### config.mk
export PLATFORM = sky130hd
export DESIGN_NAME = irq_ctrl
export DESIGN_NICKNAME = d
export VERILOG_FILES = /design/src/rtl/irq_pkg.sv /design/src/rtl/irq_edge_sync.sv /design/src/rtl/irq_ctrl.sv
export SDC_FILE = /design/constraint.sdc
export NUM_CORES = 1
export LEC_CHECK = 0
export ABC_AREA = 0
export ABC_CLOCK_PERIOD_IN_PS = 1700
export CORE_AREA = 2 2 53 55
export CTS_BUF_LIST = sky130_fd_sc_hd__clkbuf_8
export DETAILED_ROUTE_END_ITERATION = 10
export DIE_AREA = 0 0 55 57
export PLACE_DENSITY_LB_ADDON = 0.05
export SYNTH_ARGS = -nofsm -noshare
export SYNTH_HDL_FRONTEND = slang
export SYNTH_SLANG_ARGS = --single-unit
### constraint.sdc
create_clock -name clk -period 1.7 [get_ports clk]
set_input_delay 0.255 -clock clk [delete_from_list [all_inputs] [get_ports clk]]
set_output_delay 0.255 -clock clk [all_outputs]
set_load 0.1 [all_outputs]
### src/rtl/irq_pkg.sv
// irq_pkg: shared constants and types for the interrupt controller.
//   NSRC       - default number of interrupt sources (bit 0 = highest priority)
//   ID_W       - width of a source index
//   VEC_BASE   - handler address of source 0
//   VEC_STRIDE - address step between consecutive sources' handlers
//   irq_state_e - request FSM states (IDLE, REQ)
package irq_pkg;

   localparam int unsigned NSRC       = 3;
   localparam int unsigned ID_W       = $clog2(NSRC);
   localparam logic [31:0] VEC_BASE   = 32'h0000_3000;
   localparam logic [31:0] VEC_STRIDE = 32'h0000_0100;

   typedef enum logic {
      IDLE = 1'b0,
      REQ  = 1'b1
   } irq_state_e;

endpackage

### src/rtl/irq_edge_sync.sv
// irq_edge_sync: brings one asynchronous request line into the clk domain
// and flags its rising edges.
//   clk  - system clock
//   rst  - synchronous active-high reset; clears every flop, so an edge
//          still travelling through the synchroniser is dropped
//   raw  - asynchronous request level
//   rise - one-cycle pulse for each 0->1 transition of the synchronised level
module irq_edge_sync (
   input  logic clk,
   input  logic rst,
   input  logic raw,
   output logic rise
);

   logic s1;
   logic s2;
   logic h;

   always_ff @(posedge clk) begin
      if (rst) begin
         s1 <= 1'b0;
         s2 <= 1'b0;
         h  <= 1'b0;
      end else begin
         s1 <= raw;
         s2 <= s1;
         h  <= s2;
      end
   end

   // A level held high produces a single pulse: h catches up one cycle later.
   assign rise = s2 & ~h;

endmodule

### src/rtl/irq_ctrl.sv
// irq_ctrl: fixed-priority, nesting interrupt controller.
//   clk        - system clock
//   rst        - synchronous active-high reset
//   irq_raw    - asynchronous raw request levels, one per source
//   int_en     - global interrupt enable from the CPU
//   ack        - CPU takes the presented request (only honoured while int_req=1)
//   eret       - one-cycle pulse on return from the current handler
//   int_req    - registered request to the CPU
//   int_id     - index of the presented source
//   int_vec    - handler address of the presented source
//   pending    - latched requests not yet acknowledged
//   in_service - acknowledged sources not yet returned from
module irq_ctrl #(
   parameter int unsigned NSRC       = irq_pkg::NSRC,
   parameter logic [31:0] VEC_BASE   = irq_pkg::VEC_BASE,
   parameter logic [31:0] VEC_STRIDE = irq_pkg::VEC_STRIDE
) (
   input  logic                    clk,
   input  logic                    rst,
   input  logic [NSRC-1:0]         irq_raw,
   input  logic                    int_en,
   input  logic                    ack,
   input  logic                    eret,
   output logic                    int_req,
   output logic [$clog2(NSRC)-1:0] int_id,
   output logic [31:0]             int_vec,
   output logic [NSRC-1:0]         pending,
   output logic [NSRC-1:0]         in_service
);

   import irq_pkg::*;

   localparam int unsigned SEL_W = $clog2(NSRC);

   // Pending sources whose priority beats every in-service source.
   function automatic logic [NSRC-1:0] eligible_mask(input logic [NSRC-1:0] pend,
                                                     input logic [NSRC-1:0] isv);
      logic [NSRC-1:0] m;
      logic            blocked;
      m       = '0;
      blocked = 1'b0;
      for (int unsigned i = 0; i < NSRC; i++) begin
         if (isv[i]) blocked = 1'b1;
         if (!blocked) m[i] = pend[i];
      end
      return m;
   endfunction

   // Index of the highest-priority (lowest-numbered) set bit.
   function automatic logic [SEL_W-1:0] first_idx(input logic [NSRC-1:0] v);
      logic [SEL_W-1:0] idx;
      logic             found;
      idx   = '0;
      found = 1'b0;
      for (int unsigned i = 0; i < NSRC; i++) begin
         if (v[i] && !found) begin
            idx   = SEL_W'(i);
            found = 1'b1;
         end
      end
      return idx;
   endfunction

   // Highest-priority set bit isolated as a one-hot mask (zero if v is zero).
   function automatic logic [NSRC-1:0] first_onehot(input logic [NSRC-1:0] v);
      return v & (~v + NSRC'(1));
   endfunction

   irq_state_e       state;
   irq_state_e       state_nxt;
   logic [SEL_W-1:0] id_nxt;
   logic [31:0]      vec_nxt;
   logic [NSRC-1:0]  pend_nxt;
   logic [NSRC-1:0]  isv_nxt;
   logic [NSRC-1:0]  rise;
   logic [NSRC-1:0]  elig;
   logic [NSRC-1:0]  id_onehot;
   logic             take;

   for (genvar g = 0; g < NSRC; g++) begin : g_src
      irq_edge_sync u_sync (
         .clk  (clk),
         .rst  (rst),
         .raw  (irq_raw[g]),
         .rise (rise[g])
      );
   end

   assign int_req   = (state == REQ);
   assign elig      = eligible_mask(pending, in_service);
   assign id_onehot = NSRC'(1) << int_id;
   // ack outside a presented request is meaningless and ignored.
   assign take      = ack && (state == REQ);

   always_comb begin
      state_nxt = state;
      id_nxt    = int_id;
      vec_nxt   = int_vec;

      // eret retires the innermost handler before ack adds the new one,
      // so a same-cycle ack/eret swaps service levels cleanly.
      isv_nxt = in_service & ~first_onehot(in_service);
      if (!eret) isv_nxt = in_service;
      if (take)  isv_nxt = isv_nxt | id_onehot;

      // A new edge on the acknowledged source survives the ack clear.
      pend_nxt = pending;
      if (take) pend_nxt = pend_nxt & ~id_onehot;
      pend_nxt = pend_nxt | rise;

      unique case (state)
         IDLE: begin
            if (int_en && (elig != '0)) begin
               state_nxt = REQ;
               id_nxt    = first_idx(elig);
            end
         end
         REQ: begin
            if (take || !int_en || (elig == '0)) begin
               state_nxt = IDLE;
            end else begin
               id_nxt = first_idx(elig);
            end
         end
         default: state_nxt = IDLE;
      endcase

      if (id_nxt != int_id || state_nxt == REQ) begin
         vec_nxt = VEC_BASE + 32'(id_nxt) * VEC_STRIDE;
      end
   end

   always_ff @(posedge clk) begin
      if (rst) begin
         state      <= IDLE;
         int_id     <= '0;
         int_vec    <= '0;
         pending    <= '0;
         in_service <= '0;
      end else begin
         state      <= state_nxt;
         int_id     <= id_nxt;
         int_vec    <= vec_nxt;
         pending    <= pend_nxt;
         in_service <= isv_nxt;
      end
   end

endmodule

==> run summary, run 1 <==
pre-CTS setup slack = 0.0803 ns
Iter 0 DRT Violations = 16
setup violators final = 0
postcts setup bufs = 0
H-tree depth = 1
cells after synthesis = 98
final net count = 128
Worst Skew = 0.000603 ns
mean routed wirelength per cell = 10.4 µm
clk sink count = 21
Psw = 559 µW
Core Area = 2620 µm²
IO Pins = 49
global-route wire length before repair = 2.66 mm
slowest stage delay, CP = 0.46 ns
leading area contributor after synthesis = dfxtp_1
Max Clk Rate = 740 MHz
root buffer cell = clkbuf_8
Worst path top cell family by delay = compound AO/OA/AOI/OAI gates
Die Height = 57 µm
Die Width = 55 µm
leakage power = 0.000550 µW
worst path cell trace = clkdlybuf4s50_1, a21bo_2, nor3_4, a21oi_2, a32o_1
largest net degree at the start of global routing = 19
Yosys cell types = 22
Hold Crit Class = register to register
Clock power frac = 23.8%
Final Non-Filler Cells = 150
status = finished, final reports clean
number of max-cap violations = 0
Worst Path Arrival = 1.50 ns
Hold Path Origin = g_src[2].u_sync.s1
Int Power = 757 µW
post_cts resized = 0
Slew Limit Fails = 0
DRC violations left = 0
Crit path depth = 5
Total Wirelength = 1.56 mm
GRT overflow = 0
vias in the first global route = 577
Avg Cell Area, Syn = 9.84 µm²
port bufs = 20
slowest CP cell = clkdlybuf4s50_1
via count = 631
synthesis warning total = 0
Async SR Flop Fraction = 0%
layout cell share with drive strength beyond 1 = 26.1%
main flop type after synthesis = dfxtp_1
Worst Setup EP = int_id[0]
area grow syn2layout = 31.6%
fillers = 253
Period Utilization, post-route = 79.5%
Clock Tree Buf Depth = 2
setup_tns = 0 ns
cts hold-fix bufs = 0
worst r2r dst = int_id[0]
antenna viol nets, final = 0
PD cells = 1040 nW/µm²
Reg2Reg Launch Point = pending[2]
Post-synth top cells = 29 x buf_4, 21 x dfxtp_1, 14 x nor2b_1
initial antenna violation count = 0
via/cell ratio = 4.21
routability cong. = 0.763
element type at the critical path start = input pin
Comb power frac = 35.9%
Post-synth EDFFs = 0
Sw Share = 42.5%
initial cell density of the core = 36.9%
Tot GR Track Use = 11.8%
clock-pin slew on the worst setup and hold paths = 0.07 ns
DP Cell Count = 146
CP max FO = 4
die area = 3140 µm²
CP Launch Point = ack
Yosys reg bits = 21
worst vdd ir = 0.627 mV
Tmin final = 1.35 ns
Post-Syn Area = 965 µm²
Setup crit end kind = register
count leader, synth = buf_4
CTS tree = built
Buf+Inv Stages, Crit Path = 1
hpwl dp = 1.21 mm
CP required = 1.85 ns
sequential share of power = 40.3%
clk_lat worst skew = 0.25 ns
reg2reg setup slack = 0.39 ns
router iterations before antenna repair = 4
Final Hold Viols = 0
Reg2Reg Depth = 4
post-synthesis sequential area ratio = 43.6%
n_diodes = 0
Synth area leaders = dfxtp_1 44%, buf_4 23%, nor2b_1 9.1%, a21oi_1 3.6%, a32o_1 2.1%
CTS buffer count = 3
Synth top area share = 43.6%
kind of critical path = input pin to register
unrepaired setup endpoints after global routing = false
final worst slack = 0.348 ns
# rows = 19
-- worst min-delay path by stage --
stage,endpoint,slack (ns),depth (start not counted)
6_report,g_src[2].u_sync.s2,0.44,1
5_1_grt,g_src[0].u_sync.s2,0.46,1
4_1_cts,g_src[2].u_sync.s2,0.44,1
3_5_place_dp,g_src[2].u_sync.s2,0.42,1
3_3_place_gp,g_src[2].u_sync.s2,0.42,1
2_1_floorplan,g_src[0].u_sync.s1,0.38,1
-- flip-flops by register name, summed over array words and instances, names as in the netlist --
signal           count
g_src.u_sync.h       3
g_src.u_sync.s1      3
g_src.u_sync.s2      3
in_service           3
int_id               2
int_req              1
int_vec              3
pending              3
-- power by group through the flow --
| stage | registers, µW | logic [µW] | clock network (µW) |
|---|---|---|---|
| 2_1_floorplan | 603 | 383 | 0 |
| 3_3_place_gp | 541 | 471 | 0 |
| 3_5_place_dp | 542 | 472 | 0 |
| 4_1_cts | 530 | 473 | 329 |
| 5_1_grt | 533 | 489 | 360 |
| 6_report | 530 | 473 | 313 |
-- logic make-up (layout without fill, tap and decap cells) --
| group | count (synthesis) | in the layout | share of synthesized area (%) |
|---|---|---|---|
| AOI/OAI and AO/OA | 14 | 14 | 9.73 |
| DFF | 21 | 21 | 43.6 |
| other | 1 | 28 | 0.389 |
| and+or+nand+nor | 31 | 31 | 23.0 |
| buffers and inverters | 31 | 25 | 23.3 |
-- cell type report --
| class | count | area [µm²] | area share (%) |
|---|---|---|---|
| clock buffer | 3 | 41.3 | 3.25 |
| clock inverter | 1 | 3.75 | 0.296 |
| multi-input combinational | 73 | 420 | 33.1 |
| sequential | 21 | 428 | 33.7 |
| tap | 31 | 38.8 | 3.05 |
| timing repair buffer | 21 | 338 | 26.6 |
-- placed cells by master (no fill, tap or decap), types with 2 or more instances in the layout --
| cell | n |
|---|---|
| dfxtp_1 | 15 |
| nand2b_1 | 2 |
| nor2b_1 | 14 |
| clkbuf_8 | 3 |
| conb_1 | 28 |
| nand4b_1 | 2 |
| nor2_1 | 4 |
| buf_12 | 13 |
| a21o_1 | 2 |
| clkdlybuf4s50_1 | 7 |
| nand2_1 | 2 |
| dfxtp_2 | 6 |
| a32o_1 | 2 |
| a21oi_1 | 7 |
-- metrics by stage --
stage               total power, µW  instance area [µm²]  util [%]  hold slack (ns)
detailed placement             1010                 1220      46.8            0.422
global route                   1380                 1270      48.6            0.459
global placement               1010                 1220      46.8            0.416
CTS                            1330                 1270      48.6            0.440
finish                         1320                 1270      48.6            0.438
floorplan                       986                 1070         -            0.383
-- layer usage --
layer,GRT usage [%],wire (µm)
met5,0,0
met4,7.32,16
met3,2.36,109
met2,17.7,778
met1,15.3,654
No activity file was read; power rests on OpenSTA's default activity.
==> run 2, diff against run 1 <==
ABC_CLOCK_PERIOD_IN_PS = 1100   (was 1700)
CORE_AREA = 2 2 55 57   (was 2 2 53 55)
DIE_AREA = 0 0 57 59   (was 0 0 55 57)
clock period = 1.1 ns   (was 1.7 ns; I/O delays follow)
==> run 2 against run 1 <==
Compared with the run above:
- the run now ends with negative setup slack left
- cell area is 14% higher
- global-route usage is 0.89 points lower
- combinational power rose by 66%
- via count is 7.3% higher
- clock skew grew 0.0049 ns
- wire length up 12%
- non-clock buffer count is 13 higher
- clock-buffer cell count is the same
- critical endpoint is now int_vec[8]
- largest power group unchanged
==> run summary, run 2 (synthesis results as in run 1) <==
global-route wire length before repair = 2.73 mm (+2.6%)
routability cong. = 0.691 (-9.5%)
postcts setup bufs = 0 (unchanged)
n_diodes = 0 (unchanged)
Tmin final = 1.28 ns
Die Height = 59 µm (+3.5%)
antenna viol nets, final = 0 (unchanged)
worst vdd ir = 0.954 mV (+52%)
Final Hold Viols = 0 (unchanged)
clk sink count = 21 (unchanged)
clock-pin slew on the worst setup and hold paths = 0.08 ns (about the same)
mean routed wirelength per cell = 10.7 µm (+2.8%)
post-route design area = 1440 µm² (+14%)
Max Clk Rate = 779 MHz
Worst Skew = 0.00547 ns (+0.00487 ns)
Tot GR Track Use = 10.9% (-0.89 points)
status = complete, but fails checks
leakage power = 0.000638 µW (+16%)
final worst slack = -0.183 ns (-0.531 ns)
root buffer cell = clkbuf_8
pre-CTS setup slack = -0.422 ns (-0.502 ns)
area post-placement = 1350 µm² (+10%)
Clock Tree Buf Depth = 2 (unchanged)
Setup crit end kind = register
area grow syn2layout = 49.5%
Iter 0 DRT Violations = 0 (-16)
Period Utilization, post-route = 117%
port bufs = 20 (unchanged)
Slew Limit Fails = 0 (unchanged)
clk_lat worst skew = 0.26 ns (about the same)
CP max FO = 3 (-1)
kind of critical path = register to register
H-tree depth = 1 (unchanged)
via/cell ratio = 4.15 (-1.3%)
layout cell share with drive strength beyond 1 = 39.4% (+13 points)
final net count = 141 (+10%)
DRC violations left = 0 (unchanged)
Core Area = 2710 µm² (+3.6%)
CTS buffer count = 3 (unchanged)
vias in the first global route = 604 (+4.7%)
Die Width = 57 µm (+3.6%)
Total Wirelength = 1.74 mm (+12%)
cts hold-fix bufs = 0 (unchanged)
number of max-cap violations = 0 (unchanged)
CP required = 1.26 ns (-0.59 ns)
GRT overflow = 0 (unchanged)
# rows = 19 (unchanged)
CTS tree = built
setup violators final = 9 (+9)
Worst Path Arrival = 1.44 ns (-0.06 ns)
element type at the critical path start = register
most frequent cells in the layout = 28 x conb_1, 13 x nor2b_1, 13 x buf_12, 11 x dfxtp_1, 10 x dfxtp_4
initial antenna violation count = 0 (unchanged)
initial cell density of the core = 35.6% (-1.3 points)
failing checks = negative setup slack
hpwl dp = 1.30 mm (+7.6%)
via count = 677 (+7.3%)
Hold Crit Class = register to register
unrepaired setup endpoints after global routing = true
commonest non-fill, non-tap cell in the layout = conb_1
die area = 3360 µm² (+7.3%)
largest net degree at the start of global routing = 12 (-7)
PD cells = 1430 nW/µm² (+38%)
IO Pins = 49 (unchanged)
router iterations before antenna repair = 1 (-3)
==> run 2: cell count changes in the layout (fill, tap and decap cells not counted), sizes merged <==
cell / previous run / this run
buf: 14 / 27
clkdlybuf4s50: 7 / 5
dlygate4sd2: 0 / 2
==> run 2: worst paths after layout <==
check / from / to / slack, ns / depth (start not counted)
hold reg to reg: g_src[2].u_sync.s1 / g_src[2].u_sync.s2 / 0.44 / 1
setup / recovery: pending[2] / int_vec[8] / -0.18 / 4
hold / removal: g_src[2].u_sync.s1 / g_src[2].u_sync.s2 / 0.44 / 1
setup reg to reg: pending[2] / int_vec[8] / -0.18 / 4
==> run 2: per-layer routing <==
metal  GRT usage [%]  routed length, µm  vias to the layer above
met2            19.2                876                       35
met5               0                  0                        -
met3            2.84                125                        2
li1                -                  -                      331
met4            5.98                 13                        0
met1            12.1                726                      309
==> run 2: final cells by class <==
| cell class | instances | area [µm²] |
|---|---|---|
| repair buffers | 34 | 452 |
| fillers | 252 | 1270 |
| clock inverters | 1 | 3.75 |
| well taps | 31 | 38.8 |
| flip-flops and latches | 21 | 458 |
| clock buffers | 3 | 41.3 |
| multi-input cells | 73 | 449 |
==> run 2: what timing repair did <==
action | CTS | global route
setup endpoints to repair | 9 | 13
resized for setup | 10 | 4
pin swaps | 0 | 1
==> run 2: through the flow <==
step | hold WS, ns | std cells | util [%] | TNS [ns] | total power, µW
floorplan | 0.293 | 125 | - | -1.65 | 1510
CTS | 0.442 | 163 | 52.8 | -0.775 | 2080
global placement | 0.417 | 159 | 49.8 | -3.03 | 1580
global route | 0.454 | 163 | 53.2 | -1.16 | 2140
finish | 0.438 | 163 | 53.2 | -0.714 | 2070
detailed placement | 0.424 | 159 | 49.8 | -3.20 | 1580
==> run 2: worst max-delay path, cell delays in order, from the launching register on <==
cell	delay [ns]
dfxtp_4	0.34
nor2b_4	0.12
or3_4	0.34
and2_4	0.15
a32o_1	0.23
==> run 2: where the power goes <==
group | leakage (µW) | internal (µW) | total [µW] | switching (µW)
sequential | 0.000179 | 773 | 793 | 20.1
clock | 0.0000269 | 248 | 492 | 243
combinational | 0.000432 | 165 | 784 | 619
total | 0.000638 | 1190 | 2070 | 882
==> run 3, diff against run 2 <==
HOLD_SLACK_MARGIN = 0.12   (was unset)
==> results of run 3 <==
Same layout as run 2: the final DEF is identical, and so are final timing and power.
